**src/rtl/seq_detector_param.sv**
```systemverilog
// Serial pattern detector: matches the last LEN qualified samples of x against PATTERN.
// Optional saturating match counter enabled by defining SEQ_DETECTOR_MATCH_COUNT_EN.
module seq_detector_param #(
  parameter int          LEN     = 4,
  parameter logic [15:0] PATTERN = 16'b1011,
  parameter bit          OVERLAP = 1'b1,
  parameter int          CNT_W   = 8
) (
  input  logic                       clk,
  input  logic                       rst,
  input  logic                       en,
  input  logic                       x,
  output logic                       y,
  output logic [$clog2(LEN+1)-1:0]   fill
`ifdef SEQ_DETECTOR_MATCH_COUNT_EN
  ,
  output logic [CNT_W-1:0]           match_cnt
`endif
);

  localparam int             FW       = $clog2(LEN + 1);
  localparam logic [LEN-1:0] PAT      = PATTERN[LEN-1:0];
  localparam logic [FW-1:0]  FILL_MAX = FW'(LEN);

  logic [LEN-1:0] hist_q, hist_d;
  logic [FW-1:0]  fill_q, fill_d;
  logic           y_q, y_d;
  logic [LEN-1:0] hist_shift;
  logic [FW-1:0]  fill_inc;
  logic           match;

`ifdef SEQ_DETECTOR_MATCH_COUNT_EN
  logic [CNT_W-1:0] cnt_q, cnt_d;
`endif

  always_comb begin
    hist_d     = hist_q;
    fill_d     = fill_q;
    y_d        = 1'b0;
    hist_shift = {hist_q[LEN-2:0], x};
    fill_inc   = (fill_q == FILL_MAX) ? fill_q : fill_q + FW'(1);
    match      = 1'b0;
`ifdef SEQ_DETECTOR_MATCH_COUNT_EN
    cnt_d      = cnt_q;
`endif
    if (en) begin
      // fill gating keeps an all-zero PATTERN from matching the reset history
      match  = (fill_inc == FILL_MAX) && (hist_shift == PAT);
      hist_d = hist_shift;
      fill_d = (match && !OVERLAP) ? '0 : fill_inc;
      y_d    = match;
`ifdef SEQ_DETECTOR_MATCH_COUNT_EN
      if (match && (cnt_q != {CNT_W{1'b1}}))
        cnt_d = cnt_q + CNT_W'(1);
`endif
    end
  end

  always_ff @(posedge clk) begin
    if (!rst) begin
      hist_q <= '0;
      fill_q <= '0;
      y_q    <= 1'b0;
`ifdef SEQ_DETECTOR_MATCH_COUNT_EN
      cnt_q  <= '0;
`endif
    end else begin
      hist_q <= hist_d;
      fill_q <= fill_d;
      y_q    <= y_d;
`ifdef SEQ_DETECTOR_MATCH_COUNT_EN
      cnt_q  <= cnt_d;
`endif
    end
  end

  assign y    = y_q;
  assign fill = fill_q;
`ifdef SEQ_DETECTOR_MATCH_COUNT_EN
  assign match_cnt = cnt_q;
`endif

endmodule
```
**config.mk**
```make
export PLATFORM = sky130hd
export DESIGN_NAME = seq_detector_param
export DESIGN_NICKNAME = d
export VERILOG_FILES = /design/src/rtl/seq_detector_param.sv
export SDC_FILE = /design/constraint.sdc
export NUM_CORES = 1
export LEC_CHECK = 0
export CAP_MARGIN = 40
export CORE_AREA = 2 2 39 41
export CTS_BUF_LIST = sky130_fd_sc_hd__clkbuf_4 sky130_fd_sc_hd__clkbuf_8
export CTS_CLUSTER_DIAMETER = 120
export DETAILED_ROUTE_END_ITERATION = 8
export DIE_AREA = 0 0 41 43
export HOLD_SLACK_MARGIN = 0.02
export PLACE_DENSITY_LB_ADDON = 0.15
export SYNTH_ARGS = -nofsm -noshare
export SYNTH_HDL_FRONTEND = slang
export SYNTH_SLANG_ARGS = --single-unit
```
**constraint.sdc**
```tcl
create_clock -name clk -period 1.59 [get_ports clk]
set_input_delay 0.318 -clock clk [delete_from_list [all_inputs] [get_ports clk]]
set_output_delay 0.318 -clock clk [all_outputs]
set_load 0.1 [all_outputs]
```
## After elaboration in Yosys (flattened, before gate mapping)

Index checks and enable logic that the tools add are counted.

- Bits in registers: 7
- Bits in latches: 0
- Bits in writable memories: 0
- ROM bits: 0
- Output and inout port bits: 4
- Logic and storage cells: 10
- Memories: 0

- Add/sub/neg operators: 1
- Multiply operators: 0
- Divide/modulo/power cells: 0
- $lt $le $gt $ge: 0
- Equality and inequality tests: 3
- Shifts and indexed selects: 0
- Mux-type cells: 1
- Bitwise logic cells: 0
- Reductions and logical operators: 2

Operators with widths:

| cell | number |
|---|---|
| $eq 3x3->1 const B | 2 |
| $eq 4x4->1 const B | 1 |
| $add 3x1->3 const B | 1 |
| $mux 3 | 1 |
| $reduce_and 2->1 | 1 |
| $logic_and 1x1->1 | 1 |

## Longest topological paths before layout

- Word-level depth: 4
- Mapped depth: 5
- Depth with buffers taken out: 5

## Worst setup path after synthesis

Ideal clock, no wire load.

- Kind: flip-flop to flip-flop
- From: reg fill_q[0] (netlist: fill[0])
- To: reg y_q (netlist: y)
- Setup time: 89 ps
- Data arrival time: 1983 ps
- Setup slack: -481 ps
- Cell stages (with the launch flop): 6
- Period minus slack after synthesis: 2071 ps
- Cells stage by stage: dfxtp_1 > inv_2 > ha_1 > nor4bb_1 > nand4_1 > a311oi_2

- Word-level cells in the longest chain between the ends: 4
- Elaborated cells on any way between the ends: 5
- Those cells by class: 1 x add/sub; 2 x eq/ne; 1 x mux; 1 x reduce/logical

RTL lines:

| what | line | source |
|---|---|---|
| start, declared | 26 | `logic [FW-1:0] fill_q, fill_d;` |
| start signal, assigned | 69 | `fill_q <= fill_d;` |
| $add 3x1->3 or $eq 3x3->1 (tied branches) | 41 | `fill_inc = (fill_q == FILL_MAX) ? fill_q : fill_q + FW'(1);` |
| $mux 3 (*) | 41 |  |
| via fill_inc[1] | 29 | `logic [FW-1:0] fill_inc;` |
| $eq 3x3->1 (*) | 48 | `match = (fill_inc == FILL_MAX) && (hist_shift == PAT);` |
| $logic_and 1x1->1 (*) | 48 |  |
| end signal, assigned | 70 | `y_q <= y_d;` |
| end, declared | 27 | `logic y_q, y_d;` |

The timed path passes the listed nets; every way through them passes the cells marked *.
A chain may end at the register's enable or synchronous reset.

## Worst setup path in the final report

Ends and elaborated chain as after synthesis.

==> metrics <==
outcome=complete, no violations; Max Clock Skew=0.00494 ns; Chip Height=roughly 43 microns; share of layout cells above drive strength 1=between 30 and 40%; post-synthesis xor/xnor area fraction=2.58%; HPWL Detailed=roughly 500 microns; clk slew on worst S/H paths=around 0.060 ns; worst-skew pair later-pin latency=0.26 ns; Finished Cell Area=~520 sq um; Cell Area, Synth=between 300 and 400 sq um; Final Hold Fails=0; die area=about 0.0018 sq mm; DR iter-0 viols=1; vias in the first global route=~280; Finish-stage setup viols=0; First-pass DRT Iterations=2; worst slew pin tran=between 0.2 and 0.3 ns; Starting Density=between 20 and 25%; Area growth, synth to finish=53.5%; Synth Area in Compound Gates=under 10%; first-pass GRT wire length=around 1200 microns; Final period util=91.5%; Chip Width=41 microns; largest family of logic cells by synthesized area=simple AND/OR/NAND/NOR gates; hold path depth=2; register bit total from synthesis=7; Synth Flop Type=dfxtp_1; Final min period=between 1 and 1.5 ns; vias per cell=4.48; DRC viols=0; reg-to-reg slack, setup=0.14 ns; Worst Path Arrival=between 1.5 and 2 ns; ANT cells=0; CTS tree=built; Worst VDD drop=roughly 0.33 mV; CP startpoint kind=register; WHS Endpoint=y; syn nets=38; R2R Path End=y; I/O Buffers=7; H-tree depth=1; crit path max fanout=4; Hold Crit Start=hist_q[2]; critical path capture point type=register; simple-gate share of the synthesized area=around a quarter; total chip power=around 0.5 mW; Yosys warning total=0; routed vias=~270; worst reg2reg startpoint=fill[0]; ys async rst share=0%; EDFF count, synth=0; nets@finish=between 50 and 60; worst path required time=1.76 ns; P_leak=a little over 0.2 nW; GRT overflow=0; r2r worst-path depth=5; Max-Slew Margin vs Limit=approximately 83%; largest net degree at the start of global routing=7; Max Cap Viol=0; hold_buf cts=0; Tot GR Track Use=a little over a tenth; Root Buffer=clkbuf_4; placed standard-cell area=just under 500 sq um; Crit Path Class=reg -> reg; Num Clock Sinks=7; synthesized area per cell=about 11 sq um; Yosys cell types=18; Power Dens Cells=between 900 and 1000 mW/mm^2; Clock Tree Buf Depth=2; Min-Delay Path Class=reg -> reg; RSZ-0062 raised after global routing=false; FMAX=between 600 and 700 MHz; Cell Rows=14; Post-Syn Instances=32; RePlAce Congestion=0.698; Routed Antenna Nets=0; Core Box Area=0.00138 sq mm; Fin Setup TNS=0 ns; post-CTS setup buffers=0; multiplexer share of the synthesized area=roughly an eighth; Wirelength per Cell=roughly 10 microns; initial antenna violation count=0; IO Count=8; fin. max-slew vios=0; Synth Area in Adders=under 10%; sequential-to-total area share from yosys stat=41.3%; final wirelength=620 microns; TritonCTS buffer count=3
==> state kept, by name, summed over array words and instances (netlist names) <==
register and flops:
fill 3, hist_q 3, y 1
==> synthesized netlist by cell type, types with 2 or more instances <==
| master | count | share of area [%] |
|---|---|---|
| dfxtp_1 | 7 | 41 |
| ha_1 | 2 | 7.4 |
| a21oi_1 | 2 | 3.0 |
| nor2b_1 | 4 | 7.4 |
| mux2i_1 | 4 | 12 |
==> cells by family after synthesis <==
group	Yosys count
simple gates	11
flops	7
compound gates	4
mux	4
buf+inv	3
fa+ha+maj	2
xor+xnor	1
==> layout by cell type (no fill, tap or decap), types with 2 or more instances in the layout <==
master,netlist,final
dfxtp_1,7,5
mux2i_1,4,4
nor2b_1,4,4
buf_12,0,4
clkbuf_4,0,3
clkdlybuf4s50_1,0,3
a21oi_1,2,2
ha_1,2,2
dfxtp_4,0,2
buf_4,0,2
==> how the worst max path moves through the flow <==
stage | endpoint | cells past startpoint | start | slack (ns)
after floorplan | fill[0] | 3 | fill[2] | 0.01
after global placement | y | 4 | x | 0.07
after detailed placement | y | 4 | x | 0.03
after CTS | y | 5 | fill[0] | 0.10
after global routing | y | 5 | fill[0] | 0.03
final | y | 5 | fill[0] | 0.14
==> area by class of cell <==
| type | count | area (sq um) |
|---|---|---|
| clock inverters | 1 | 5.00 |
| inverters | 2 | 7.51 |
| well taps | 16 | 20.0 |
| multi-input cells | 22 | 193 |
| flip-flops and latches | 7 | 148 |
| fillers | 142 | 863 |
| clock buffers | 3 | 22.5 |
| repair buffers | 9 | 125 |
==> power by group <==
part / total, mW / internal [mW] / switching, mW
Clock: 0.166 / 0.0923 / 0.0736
Sequential: 0.197 / 0.185 / 0.0119
Combinational: 0.128 / 0.0572 / 0.0706
==> critical path, stage by stage (launching register included) <==
cell and delay, ns:
dfxtp_4 0.38, inv_2 0.06, ha_1 0.31, nor4bb_2 0.26, nand4_1 0.15, a311oi_2 0.21
==> timing repair <==
| item | in CTS | in global routing |
|---|---|---|
| gates resized for setup | 0 | 1 |
| endpoints found under the setup margin | 0 | 1 |
| endpoints found under the hold margin | 0 | 0 |
==> metrics by stage <==
stage | worst slack [ns] | hold WS, ns | cells | util, %
after CTS | 0.102 | 0.522 | 60 | 37.2
after floorplan | 0.0120 | 0.439 | 32 | -
after global routing | 0.0264 | 0.543 | 60 | 37.6
after detailed placement | 0.0330 | 0.508 | 56 | 35.2
after global placement | 0.0675 | 0.500 | 56 | 35.2
final | 0.136 | 0.517 | 60 | 37.6
==> routing by layer <==
layer  vias up  track usage [%]  wire length [microns]
li1        135                -                      -
met1       122             10.6                    254
met5         -                0                      0
met2         8             14.4                    302
met4         0             12.0                     25
met3         4             4.71                     37
Power figures use the tool's default switching activity.
==> RTL edit 1: new RTL, config.mk and constraints unchanged <==
Register the inputs `en` and `x` before use, without a reset. The logic sees them one clock later.
--- a/src/rtl/seq_detector_param.sv
+++ b/src/rtl/seq_detector_param.sv
@@ -22,6 +22,14 @@
   localparam logic [LEN-1:0] PAT      = PATTERN[LEN-1:0];
   localparam logic [FW-1:0]  FILL_MAX = FW'(LEN);
 
+  logic en_q;
+  logic x_q;
+
+  always_ff @(posedge clk) begin
+    en_q <= en;
+    x_q  <= x;
+  end
+
   logic [LEN-1:0] hist_q, hist_d;
   logic [FW-1:0]  fill_q, fill_d;
   logic           y_q, y_d;
@@ -37,13 +45,13 @@
     hist_d     = hist_q;
     fill_d     = fill_q;
     y_d        = 1'b0;
-    hist_shift = {hist_q[LEN-2:0], x};
+    hist_shift = {hist_q[LEN-2:0], x_q};
     fill_inc   = (fill_q == FILL_MAX) ? fill_q : fill_q + FW'(1);
     match      = 1'b0;
 `ifdef SEQ_DETECTOR_MATCH_COUNT_EN
     cnt_d      = cnt_q;
 `endif
-    if (en) begin
+    if (en_q) begin
       // fill gating keeps an all-zero PATTERN from matching the reset history
       match  = (fill_inc == FILL_MAX) && (hist_shift == PAT);
       hist_d = hist_shift;
Check against the original RTL: not equivalent (a bounded check fails within 4 cycles, from zero or initial values and one cycle with rst low).
==> RTL edit 1 against the unedited design <==
Clock skew is 0.0039 ns lower. Cell area increased by 5.5%. Setup slack improved by 0.0045 ns. Wire length is 1.5% higher. Sequential cell count increased by 2. Synthesized area up 12%. Total power is 15% higher. Die area unchanged. Critical endpoint unchanged. Largest power group unchanged. Highest routed layer unchanged.
==> RTL edit 1: results (changes against the unedited design) <==
routed wl met2 = 328 µm (+8.6%)
first-pass GRT wire length = 1.01 mm (-13%)
vias in the first global route = 245 (-11%)
post-CTS resize count = 0 (unchanged)
Worst EP arrival = 1.62 ns (about the same)
worst-path maximum fanout = 4 (unchanged)
initial antenna violation count = 0 (unchanged)
Max VDD drop = 0.000458 V (+38%)
Max transition margin = 79.1% (-4.1 points)
nets = 52 (+2.0%)
Final Setup Violations = 0 (unchanged)
largest net degree at the start of global routing = 9 (+2)
Metal-1 WL = 258 µm (+1.6%)
routed vias = 277 (+3.0%)
GRT Overall Usage = 9.15% (-1.5 points)
Commonest cells post-synth = 9 x dfxtp_1, 4 x mux2i_1, 4 x nor2b_1
met3 WL = 34 µm (-8.1%)
routed len/inst = 10.3 µm (-0.21%)
Place WS = 0.139 ns (+0.106 ns)
Starting DRT DRC Count = 2 (+1)
HP Class = input pin to flop
Syn Nets = 40 (+5.3%)
proportion of layout cells with a drive suffix above 1 = 31.1% (-5.3 points)
Internal = 407 µW (+22%)
Worst Hold Launch = x
register area share after synthesis = 47.5% (+6.2 points)
Post-DP HPWL = 483 µm (-1.7%)
top cells by area, synth = dfxtp_1 48%, mux2i_1 11%, ha_1 6.6%, nor2b_1 6.6%, a311oi_2 4.0%
buffer depth of the longest clock path = 2 (unchanged)
Pleak = 0.219 nW (+5.7%)
GPL Wtd Cong = 0.661 (-5.2%)
status = completed
DRT Pass-1 Iters = 3 (+1)
Setup Skew = 0.00103 ns (-0.00392 ns)
## RTL edit 1: cell types whose count changed after synthesis
cell     change
dfxtp_1      +2
## RTL edit 1: routing by layer
metal / track usage, % / vias up
li1: - / 140
met1: 9.71 / 129
met2: 12.5 / 6
met3: 4.71 / 2
met4: 8.00 / 0
met5: 0 / -
## RTL edit 1: area by class of cell
type / instances / area [µm²]
Fill cell: 145 / 835
Sequential cell: 9 / 188
Multi-Input combinational cell: 22 / 186
Timing Repair Buffer: 8 / 118
Clock buffer: 4 / 30.0
Tap cell: 16 / 20.0
Inverter: 2 / 7.51
## RTL edit 1: per-stage QoR
step	area [µm²]	util (%)	cells	power (mW)
4_1_cts	549	39.7	61	0.577
3_5_place_dp	519	37.5	57	0.384
5_1_grt	549	39.7	61	0.598
2_1_floorplan	387	-	34	0.338
6_report	549	39.7	61	0.566
3_3_place_gp	519	37.5	57	0.383
## RTL edit 1: power by group through the flow
stage	Combinational (mW)	Clock (mW)	Sequential (mW)
2_1_floorplan	0.0446	0	0.294
3_3_place_gp	0.124	0	0.259
3_5_place_dp	0.125	0	0.260
4_1_cts	0.125	0.197	0.255
5_1_grt	0.132	0.210	0.256
6_report	0.124	0.187	0.254
## RTL edit 1: final timing paths
kind	to	slack (ns)	depth (start not counted)
min	x_q	0.50	1
max	y	0.14	5
min reg2reg	y	0.51	2
max reg2reg	y	0.14	5
## RTL edit 1: logic make-up (layout without fill, tap and decap cells)
group	Yosys count	in the layout	share of synthesized area, %
AND/OR/NAND/NOR	11	11	21.1
AO/OA/AOI/OAI	4	4	8.58
multiplexers	4	4	10.6
flip-flops	9	9	47.5
buffers and inverters	3	14	3.30
adder cells (fa/ha/maj)	2	2	6.60
XOR/XNOR	1	1	2.31
==> RTL edit 2: new RTL, same settings <==
Made on the original files. Change the parameter `OVERLAP` from 1'b1 to 1'b0.
--- a/src/rtl/seq_detector_param.sv
+++ b/src/rtl/seq_detector_param.sv
@@ -3,7 +3,7 @@
 module seq_detector_param #(
   parameter int          LEN     = 4,
   parameter logic [15:0] PATTERN = 16'b1011,
-  parameter bit          OVERLAP = 1'b1,
+  parameter bit          OVERLAP = 1'b0,
   parameter int          CNT_W   = 8
 ) (
   input  logic                       clk,
Behaviour: not the same (Yosys sat finds a counterexample within 10 cycles, from zero or initial values and one cycle with rst low).
==> RTL edit 2 against the unedited design <==
Synthesized area up 1.5%. Sequential cell count unchanged. Clock skew up 0.0012 ns. Wire length is 7.6% lower. Setup slack worse by 0.039 ns. Global-route usage decreased by 0.99 points. Cell area grew 1.4%. Highest routed layer unchanged. Sequential power about the same. Total power down 0.82%. Largest power group unchanged. Sequential share of layout area decreased by 0.17 points. Maximum frequency down 2.6%. Critical path depth stayed put. Largest cell class unchanged.
==> RTL edit 2: results (changes against the unedited design) <==
Setup Skew = 0.00612 ns (+0.00117 ns)
syn_area_per_cell = 10.4 µm² (-1.6%)
Place WS = -0.136 ns (-0.169 ns)
top cells by area, synth = dfxtp_1 41%, mux2i_1 12%, ha_1 7.3%, nor2b_1 7.3%, xnor2_1 5.1%
GPL Wtd Cong = 0.671 (-3.8%)
Starting DRT DRC Count = 5 (+4)
largest net degree at the start of global routing = 8 (+1)
Pleak = 0.197 nW (-5.2%)
worst-path maximum fanout = 3 (-1)
FILL cells = 138 (-2.8%)
Post-DP HPWL = 476 µm (-2.9%)
vias in the first global route = 258 (-6.5%)
Max transition margin = 81.7% (-1.5 points)
Yosys top cell area share = 40.7% (-0.60 points)
post-CTS setup buffers = 0 (unchanged)
Max VDD drop = 0.000322 V (-3.1%)
Internal = 335 µW (+0.32%)
Worst-path clk slew = 0.06 ns (about the same)
status = completed
Syn Nets = 39 (+2.6%)
placed cell areas = 500 µm² (+2.8%)
register area share after synthesis = 40.7% (-0.60 points)
Commonest cells post-synth = 7 x dfxtp_1, 4 x mux2i_1, 4 x nor2b_1
routed vias = 273 (+1.5%)
first-pass GRT wire length = 1.08 mm (-6.6%)
Yosys cell types = 17 (-1)
DRT Pass-1 Iters = 2 (unchanged)
final instance area = 528 µm² (+1.4%)
routed len/inst = 9.55 µm (-7.6%)
ys async rst share = 0% (unchanged)
-- RTL edit 2: worst max-delay path: stages, from the launching register on --
cell and delay, ns:
dfxtp_4 0.36, inv_4 0.08, ha_4 0.15, nor2b_4 0.04
a2111o_1 0.41, o311a_1 0.35
-- RTL edit 2: worst paths after layout --
check             from   endpoint  slack [ns]  cells after the start
max            fill[0]    fill[2]         0.1                      5
max reg2reg    fill[0]    fill[2]         0.1                      5
min          hist_q[2]  hist_q[2]        0.52                      2
min reg2reg  hist_q[2]  hist_q[2]        0.52                      2
-- RTL edit 2: kinds of logic after synthesis --
logic type,Yosys count,synth area share (%)
buf+inv,3,3.64
flops,7,40.7
fa+ha+maj,2,7.27
compound gates,6,13.8
simple gates,9,17.8
xor+xnor,2,5.09
mux,4,11.6
-- RTL edit 2: layout make-up --
cell class | instances | share of cell area, %
Tap cell | 16 | 3.79
Timing Repair Buffer | 8 | 22.3
Multi-Input combinational cell | 23 | 38.6
Clock inverter | 1 | 0.948
Sequential cell | 7 | 28.2
Clock buffer | 3 | 4.27
Inverter | 2 | 1.90
-- RTL edit 2: power by group through the flow --
stage	Combinational (mW)	Sequential (mW)	Clock, mW
after floorplan	0.0499	0.238	0
after global placement	0.133	0.201	0
after detailed placement	0.132	0.201	0
after CTS	0.132	0.197	0.171
after global routing	0.139	0.199	0.185
final	0.131	0.197	0.159
-- RTL edit 2: per-layer routing --
layer	share of wire [%]	vias to the layer above	track usage [%]
met5	0	-	0
met1	45	127	11.9
met4	0.70	0	8.00
li1	-	140	-
met3	4.2	2	4.71
met2	50	4	11.9
